$ cat src/rtl/angle_div_seq_if.sv
// Operand/result handshake bundle for the angle-path divider.
// The slave side is the divider; the master side is the angle accumulator
// (operands) and the LUT/CORDIC stage (results).
interface angle_div_seq_if #(
    parameter int DIVIDEND_W = 16,
    parameter int DIVISOR_W  = 8,
    parameter int FRAC_W     = 8
);
    logic                         val_i;
    logic                         rdy_o;
    logic [DIVIDEND_W-1:0]        dividend;
    logic [DIVISOR_W-1:0]         divisor;
    logic                         val_o;
    logic                         rdy_i;
    logic [DIVIDEND_W+FRAC_W-1:0] quot;
    logic [DIVISOR_W-1:0]         rem;
    logic                         div_zero;
    logic                         ovf;

    modport slave (
        input  val_i, dividend, divisor, rdy_i,
        output rdy_o, val_o, quot, rem, div_zero, ovf
    );

    modport master (
        output val_i, dividend, divisor, rdy_i,
        input  rdy_o, val_o, quot, rem, div_zero, ovf
    );
endinterface

$ cat src/rtl/angle_div_seq.sv
// Radix-2 restoring divider for the angle-calculation path.
// Quotient is fixed point with FRAC_W fractional bits; one quotient bit per
// clock. Signed mode divides magnitudes and fixes up signs at the end.
//
// state | meaning
// ------+---------------------------------------------------------------
// IDLE  | rdy_o high, waiting for an operand pair
// CALC  | one restoring step per clock, counter runs Q-1 down to 0
// DONE  | result presented with val_o, held until rdy_i
module angle_div_seq #(
    parameter int DIVIDEND_W = 16,
    parameter int DIVISOR_W  = 8,
    parameter int FRAC_W     = 8,
    parameter int SIGNED     = 0
) (
    input  logic             clk,
    input  logic             rst_n,
    angle_div_seq_if.slave   bus
);

    localparam int Q     = DIVIDEND_W + FRAC_W;
    localparam int CNT_W = $clog2(Q + 1);

    localparam logic [Q-1:0] MAX_POS  = {1'b0, {(Q-1){1'b1}}};
    localparam logic [Q-1:0] MIN_NEG  = {1'b1, {(Q-1){1'b0}}};
    localparam logic [Q-1:0] ALL_ONES = {Q{1'b1}};

    typedef enum logic [1:0] {
        IDLE,
        CALC,
        DONE
    } state_t;

    state_t                state_q, state_d;
    logic                  alive_q;
    logic [CNT_W-1:0]      cnt_q, cnt_d;
    logic [Q-1:0]          num_q, num_d;
    logic [DIVISOR_W:0]    prem_q, prem_d;
    logic [DIVISOR_W-1:0]  dvsr_q, dvsr_d;
    logic                  qsign_q, qsign_d;
    logic                  rsign_q, rsign_d;
    logic [Q-1:0]          quot_q, quot_d;
    logic [DIVISOR_W-1:0]  rem_q, rem_d;
    logic                  dz_q, dz_d;
    logic                  ovf_q, ovf_d;

    logic                  rdy;
    logic                  dvd_neg, dvs_neg;
    logic [DIVIDEND_W-1:0] dvd_mag;
    logic [DIVISOR_W-1:0]  dvs_mag;
    logic [Q-1:0]          dz_quot;

    logic [DIVISOR_W:0]    trial;
    logic                  ge;
    logic [DIVISOR_W:0]    step_rem;
    logic [Q-1:0]          step_num;

    logic [Q-1:0]          qmag;
    logic [DIVISOR_W-1:0]  rmag;
    logic [Q-1:0]          res_quot;
    logic [DIVISOR_W-1:0]  res_rem;
    logic                  res_ovf;

    assign rdy          = alive_q && (state_q == IDLE);
    assign bus.rdy_o    = rdy;
    assign bus.val_o    = (state_q == DONE);
    assign bus.quot     = quot_q;
    assign bus.rem      = rem_q;
    assign bus.div_zero = dz_q;
    assign bus.ovf      = ovf_q;

    // Operand magnitudes and signs; a zero divisor short-circuits to a saturated quotient
    always_comb begin
        dvd_neg = (SIGNED != 0) && bus.dividend[DIVIDEND_W-1];
        dvs_neg = (SIGNED != 0) && bus.divisor[DIVISOR_W-1];
        dvd_mag = dvd_neg ? -bus.dividend : bus.dividend;
        dvs_mag = dvs_neg ? -bus.divisor : bus.divisor;
        if (SIGNED != 0) begin
            dz_quot = dvd_neg ? MIN_NEG : MAX_POS;
        end else begin
            dz_quot = ALL_ONES;
        end
    end

    // One restoring step; prem_q MSB acts as the carry out of the shifted remainder
    always_comb begin
        trial    = {prem_q[DIVISOR_W-1:0], num_q[Q-1]};
        ge       = prem_q[DIVISOR_W] || (trial >= {1'b0, dvsr_q});
        step_rem = ge ? (trial - {1'b0, dvsr_q}) : trial;
        step_num = {num_q[Q-2:0], ge};
    end

    // Sign fix-up and saturation applied to the result of the final step
    always_comb begin
        qmag     = step_num;
        rmag     = step_rem[DIVISOR_W-1:0];
        res_quot = qmag;
        res_rem  = rmag;
        res_ovf  = 1'b0;
        if (SIGNED != 0) begin
            if (qsign_q ? (qmag > MIN_NEG) : qmag[Q-1]) begin
                res_quot = qsign_q ? MIN_NEG : MAX_POS;
                res_rem  = '0;
                res_ovf  = 1'b1;
            end else begin
                res_quot = qsign_q ? -qmag : qmag;
                res_rem  = rsign_q ? -rmag : rmag;
            end
        end
    end

    // Next-state and datapath load decisions
    always_comb begin
        state_d = state_q;
        cnt_d   = cnt_q;
        num_d   = num_q;
        prem_d  = prem_q;
        dvsr_d  = dvsr_q;
        qsign_d = qsign_q;
        rsign_d = rsign_q;
        quot_d  = quot_q;
        rem_d   = rem_q;
        dz_d    = dz_q;
        ovf_d   = ovf_q;
        case (state_q)
            IDLE: begin
                if (bus.val_i && rdy) begin
                    qsign_d = dvd_neg ^ dvs_neg;
                    rsign_d = dvd_neg;
                    dvsr_d  = dvs_mag;
                    num_d   = Q'(dvd_mag) << FRAC_W;
                    prem_d  = '0;
                    if (bus.divisor == '0) begin
                        quot_d  = dz_quot;
                        rem_d   = '0;
                        dz_d    = 1'b1;
                        ovf_d   = 1'b0;
                        state_d = DONE;
                    end else begin
                        cnt_d   = CNT_W'(Q - 1);
                        state_d = CALC;
                    end
                end
            end
            CALC: begin
                num_d  = step_num;
                prem_d = step_rem;
                if (cnt_q == '0) begin
                    quot_d  = res_quot;
                    rem_d   = res_rem;
                    dz_d    = 1'b0;
                    ovf_d   = res_ovf;
                    state_d = DONE;
                end else begin
                    cnt_d = cnt_q - CNT_W'(1);
                end
            end
            DONE: begin
                if (bus.rdy_i) begin
                    state_d = IDLE;
                end
            end
            default: begin
                state_d = IDLE;
            end
        endcase
    end

    // State and datapath registers; reset aborts any divide in flight
    always_ff @(posedge clk or negedge rst_n) begin
        if (!rst_n) begin
            state_q <= IDLE;
            alive_q <= 1'b0;
            cnt_q   <= '0;
            num_q   <= '0;
            prem_q  <= '0;
            dvsr_q  <= '0;
            qsign_q <= 1'b0;
            rsign_q <= 1'b0;
            quot_q  <= '0;
            rem_q   <= '0;
            dz_q    <= 1'b0;
            ovf_q   <= 1'b0;
        end else begin
            state_q <= state_d;
            alive_q <= 1'b1;
            cnt_q   <= cnt_d;
            num_q   <= num_d;
            prem_q  <= prem_d;
            dvsr_q  <= dvsr_d;
            qsign_q <= qsign_d;
            rsign_q <= rsign_d;
            quot_q  <= quot_d;
            rem_q   <= rem_d;
            dz_q    <= dz_d;
            ovf_q   <= ovf_d;
        end
    end

endmodule

$ cat src/flat_wrapper.sv
// flat-port wrapper written by rule: the top's interface ports become plain ports
module angle_div_seq_flat 
#(
    parameter int DIVIDEND_W = 16,
    parameter int DIVISOR_W  = 8,
    parameter int FRAC_W     = 8,
    parameter int SIGNED     = 0
)
  (clk, rst_n, bus_val_i, bus_dividend, bus_divisor, bus_rdy_i, bus_rdy_o, bus_val_o, bus_quot, bus_rem, bus_div_zero, bus_ovf);
  angle_div_seq_if #(.DIVIDEND_W(DIVIDEND_W), .DIVISOR_W(DIVISOR_W), .FRAC_W(FRAC_W)) bus_i ();
  input  logic clk;
  input  logic rst_n;
  input wire logic [$bits(bus_i.val_i)-1:0] bus_val_i;
  input wire logic [$bits(bus_i.dividend)-1:0] bus_dividend;
  input wire logic [$bits(bus_i.divisor)-1:0] bus_divisor;
  input wire logic [$bits(bus_i.rdy_i)-1:0] bus_rdy_i;
  output wire logic [$bits(bus_i.rdy_o)-1:0] bus_rdy_o;
  output wire logic [$bits(bus_i.val_o)-1:0] bus_val_o;
  output wire logic [$bits(bus_i.quot)-1:0] bus_quot;
  output wire logic [$bits(bus_i.rem)-1:0] bus_rem;
  output wire logic [$bits(bus_i.div_zero)-1:0] bus_div_zero;
  output wire logic [$bits(bus_i.ovf)-1:0] bus_ovf;
  assign bus_i.val_i = bus_val_i;
  assign bus_i.dividend = bus_dividend;
  assign bus_i.divisor = bus_divisor;
  assign bus_i.rdy_i = bus_rdy_i;
  assign bus_rdy_o = bus_i.rdy_o;
  assign bus_val_o = bus_i.val_o;
  assign bus_quot = bus_i.quot;
  assign bus_rem = bus_i.rem;
  assign bus_div_zero = bus_i.div_zero;
  assign bus_ovf = bus_i.ovf;
  angle_div_seq #(.DIVIDEND_W(DIVIDEND_W), .DIVISOR_W(DIVISOR_W), .FRAC_W(FRAC_W), .SIGNED(SIGNED)) u_core (.clk(clk), .rst_n(rst_n), .bus(bus_i));
endmodule
$ cat config.mk
export PLATFORM = sky130hd
export DESIGN_NAME = angle_div_seq_flat
export DESIGN_NICKNAME = d
export VERILOG_FILES = /design/src/rtl/angle_div_seq_if.sv /design/src/rtl/angle_div_seq.sv /design/src/flat_wrapper.sv
export SDC_FILE = /design/constraint.sdc
export NUM_CORES = 1
export LEC_CHECK = 0
export ABC_AREA = 1
export BUFFER_PORTS_ARGS = -buffer_cell sky130_fd_sc_hd__buf_4
export CORE_ASPECT_RATIO = 2
export CORE_MARGIN = 2
export CORE_UTILIZATION = 44
export DETAILED_ROUTE_END_ITERATION = 8
export HOLD_SLACK_MARGIN = 0.02
export PLACE_DENSITY_LB_ADDON = 0.3
export SYNTH_ARGS = -nofsm -noshare
export SYNTH_HDL_FRONTEND = slang
export SYNTH_SLANG_ARGS = --single-unit
$ cat constraint.sdc
create_clock -name clk -period 2.4 [get_ports clk]
set_input_delay 0.48 -clock clk [delete_from_list [all_inputs] [get_ports clk]]
set_output_delay 0.48 -clock clk [all_outputs]
set_load 0.02 [all_outputs]
==> flow_summary.json <==
{
  "maxSlewViolCount": 0,
  "synth_top_area_share_pct": 51.2,
  "dpl_cell_area_sq_mm": 0.00455,
  "grt_use_total_pct": 18.7,
  "stdcell_area_sq_mm": 0.00486,
  "cts_tree": "yes",
  "cts.clk_slew.worst_paths_ns": 0.06,
  "cts-resized-gates": 0,
  "rsz0062_at_grt": "no",
  "hold_path.class": "in2async",
  "clk_latency_ns": 0.33,
  "wl_per_cell_um": 13.4,
  "final_util_pct": 54.3,
  "setup_viol": 0,
  "whs_ns": 0.124,
  "dieArea_sq_mm": 0.00994,
  "path_max_fanout": 10,
  "synth.yosys.seq_area_share_pct": 51.2,
  "cts.sinks": 82,
  "port-buffer-count": 62,
  "die_w_um": 71.5,
  "drv_cap": 0,
  "rows": 49,
  "drtIter0Drc": 200,
  "crit_path_start_kind": "flop",
  "syn_to_final_growth_pct": 21.2,
  "syn_inst": 480,
  "cts_buffer_depth": 2,
  "grt_pass1_wl_mm": 14.7,
  "power_frac_clock_pct": 18.4,
  "diodes": 0,
  "finalCriticalPeriod_ns": 2.00,
  "relSlewSlack_pct": 65.7,
  "ys.warnings.count": 0,
  "worst_pin_slew_ns": 0.515,
  "final-hold-violation-count": 0,
  "syn_area_sq_mm": 0.00401,
  "start_util_pct": 44.8,
  "p_leak_nw": 2.61,
  "endpoint_kind": "flop",
  "slowest_stage": "a21oi_2",
  "post_cts_buffers": 0,
  "drive_above_1_share_pct": 17.9,
  "path_cells": "ha_1 > nand2_1 > nor2_1 > a21oi_2 > nand2_4 > nand3_1 > nand2_1 > nand2_1 > nand2_1",
  "fin_skew_ns": 0.00839,
  "period_share_pct": 83.4,
  "comb_power_share_pct": 51.0,
  "cpMostUsedCell": "nand2_1",
  "fillerInstances": 845,
  "grt_overflow": 0,
  "synth.distinct_cells": 37,
  "synth_area_leaders": "dfrtp_1 (51%), nand2_1 (14%), inv_1 (5.9%)",
  "routed-via-count": 3261,
  "power.density_mw_per_mm2": 1620,
  "grt_pass1_vias": 3201,
  "status": "completed",
  "crit_path_max_incr_delay_ns": 0.42,
  "syn-mean-instance-area_sq_um": 8.35,
  "switchingPower_w": 0.00341,
  "worstPathRequired_ns": 2.62,
  "place_congestion": 0.914,
  "drc": 0,
  "layout.nets": 580,
  "antenna_found_initial": 0,
  "routed_wl_mm": 8.66,
  "swShare_pct": 43.4,
  "ys_ff_latch": 82,
  "viasPerCell": 5.03,
  "fin_setup_tns_ns": 0,
  "die_height_um": 139,
  "hpwl_mm": 6.38,
  "grt_max_degree": 41,
  "syn_nets": 519,
  "peakVddDrop_v": 0.000645,
  "power_w": 0.00785,
  "numCtsBuffers": 9,
  "pwr-share-seq_pct": 30.6,
  "intPower_w": 0.00444,
  "ioPinCount": 64,
  "worstPathArrival_ns": 2.22,
  "max_freq_mhz": 500,
  "drtAntennaViolNets": 0,
  "critical_path_class": "reg2reg",
  "dr.pass1.iters": 4,
  "core_area_sq_mm": 0.00895,
  "holdBufCountCts": 0,
  "cts_root_buffer": "clkbuf_16",
  "yosysTopAreaCell": "dfrtp_1",
  "htreeDepth": 3
}
[per-layer routing]
layer | vias up | routed length [um] | track usage, %
li1 | 1656 | - | -
met1 | 1532 | 3470 | 21.7
met2 | 58 | 4700 | 32.6
met3 | 15 | 304 | 3.71
met4 | 0 | 188 | 8.14
met5 | - | 0 | 0
[cells in the mapped netlist (all sizes together)]
cell	number
dfrtp	82
nor2	20
o22ai	7
fa	1
o21a	2
buf	17
inv	67
nand4	11
nand2	160
o31ai	1
clkinv	1
or2	1
ha	10
clkbuf	2
a31oi	1
conb	2
nand3	22
nor3	1
xnor2	2
xor2	4
o211ai	17
nand3b	3
a21oi	5
a22oi	1
o21ai	40
[worst max-delay path, delay by kind of cell, from the launching register on]
family          cells  cell delay [ns]
compound gates      1             0.42
simple gates        7             0.71
flops               1             0.41
fa+ha+maj           1             0.34
[placed cells by master (no fill, tap or decap), drive strengths merged]
master    count
nand3b        3
clkbuf       12
nand4        11
a21oi         5
o22ai         7
xnor2         2
dfrtp        82
fa            1
o31ai         1
inv          67
xor2          4
ha           10
clkinv        2
o21a          2
nor2         20
buf          69
or2           1
nand2       160
conb          2
clkinvlp      1
a22oi         1
o211ai       17
bufinv        2
o21ai        40
a31oi         1
nor3          1
nand3        22
[metrics by stage]
step	setup slack, ns	instances
6_report	0.400	648
5_1_grt	0.257	648
4_1_cts	0.405	648
2_1_floorplan	0.707	480
3_3_place_gp	0.456	632
3_5_place_dp	0.447	632
[power by group through the flow]
| stage | Combinational [W] | Clock [W] | Sequential, W |
|---|---|---|---|
| floorplan | 0.00266 | 0 | 0.00266 |
| global placement | 0.00391 | 0 | 0.00241 |
| CTS | 0.00404 | 0.00148 | 0.00240 |
| detailed placement | 0.00402 | 0 | 0.00242 |
| global route | 0.00454 | 0.00155 | 0.00248 |
| finish | 0.00400 | 0.00144 | 0.00240 |
[cell type report]
cell class / instances / area [sq um] / area share [%]
sequential: 82 / 2050 / 42.2
multi-input combinational: 311 / 1590 / 32.7
timing repair buffer: 69 / 518 / 10.7
inverter: 68 / 259 / 5.33
clock buffer: 12 / 236 / 4.87
tap: 102 / 128 / 2.63
clock inverter: 4 / 76.3 / 1.57
[kinds of logic (layout without fill, tap and decap cells)]
| kind of cell | Yosys count | count (layout) | synth area share (%) |
|---|---|---|---|
| DFF | 82 | 82 | 51.2 |
| other | 2 | 2 | 0.187 |
| and+or+nand+nor | 218 | 218 | 23.3 |
| buffers and inverters | 87 | 153 | 9.18 |
| AOI/OAI and AO/OA | 74 | 74 | 11.2 |
| xor gates and xnor gates | 6 | 6 | 1.31 |
| adders and majority gates | 11 | 11 | 3.62 |
[worst paths after layout]
| check | end | start | slack [ns] | cells past startpoint |
|---|---|---|---|---|
| max in group asynchronous | u_core.bus.rem[0]$_DFFE_PN0P_ | rst_n | 1.65 | 2 |
| min reg2reg | u_core.bus.quot[12]$_DFFE_PN0P_ | u_core.bus.quot[12]$_DFFE_PN0P_ | 0.48 | 2 |
| min | u_core.num_q[6]$_DFFE_PN0P_ | rst_n | 0.12 | 1 |
| min in group clk | u_core.state_q[1]$_DFFE_PN0P_ | bus_rdy_i | 0.34 | 2 |
| max reg2reg | u_core.bus.rem[0]$_DFFE_PN0P_ | u_core.prem_q[4]$_DFFE_PN0P_ | 0.40 | 9 |
| max | u_core.bus.rem[0]$_DFFE_PN0P_ | u_core.prem_q[4]$_DFFE_PN0P_ | 0.40 | 9 |
[registers in the layout (all words and copies together), names as in the netlist]
register	count
u_core.prem_q	9
u_core.state_q	2
u_core.alive_q	1
u_core.cnt_q	5
u_core.bus.quot	24
u_core.dvsr_q	8
u_core.bus.rem	8
u_core.bus.div_zero	1
u_core.num_q	24
(Power assumes the default switching activity.)
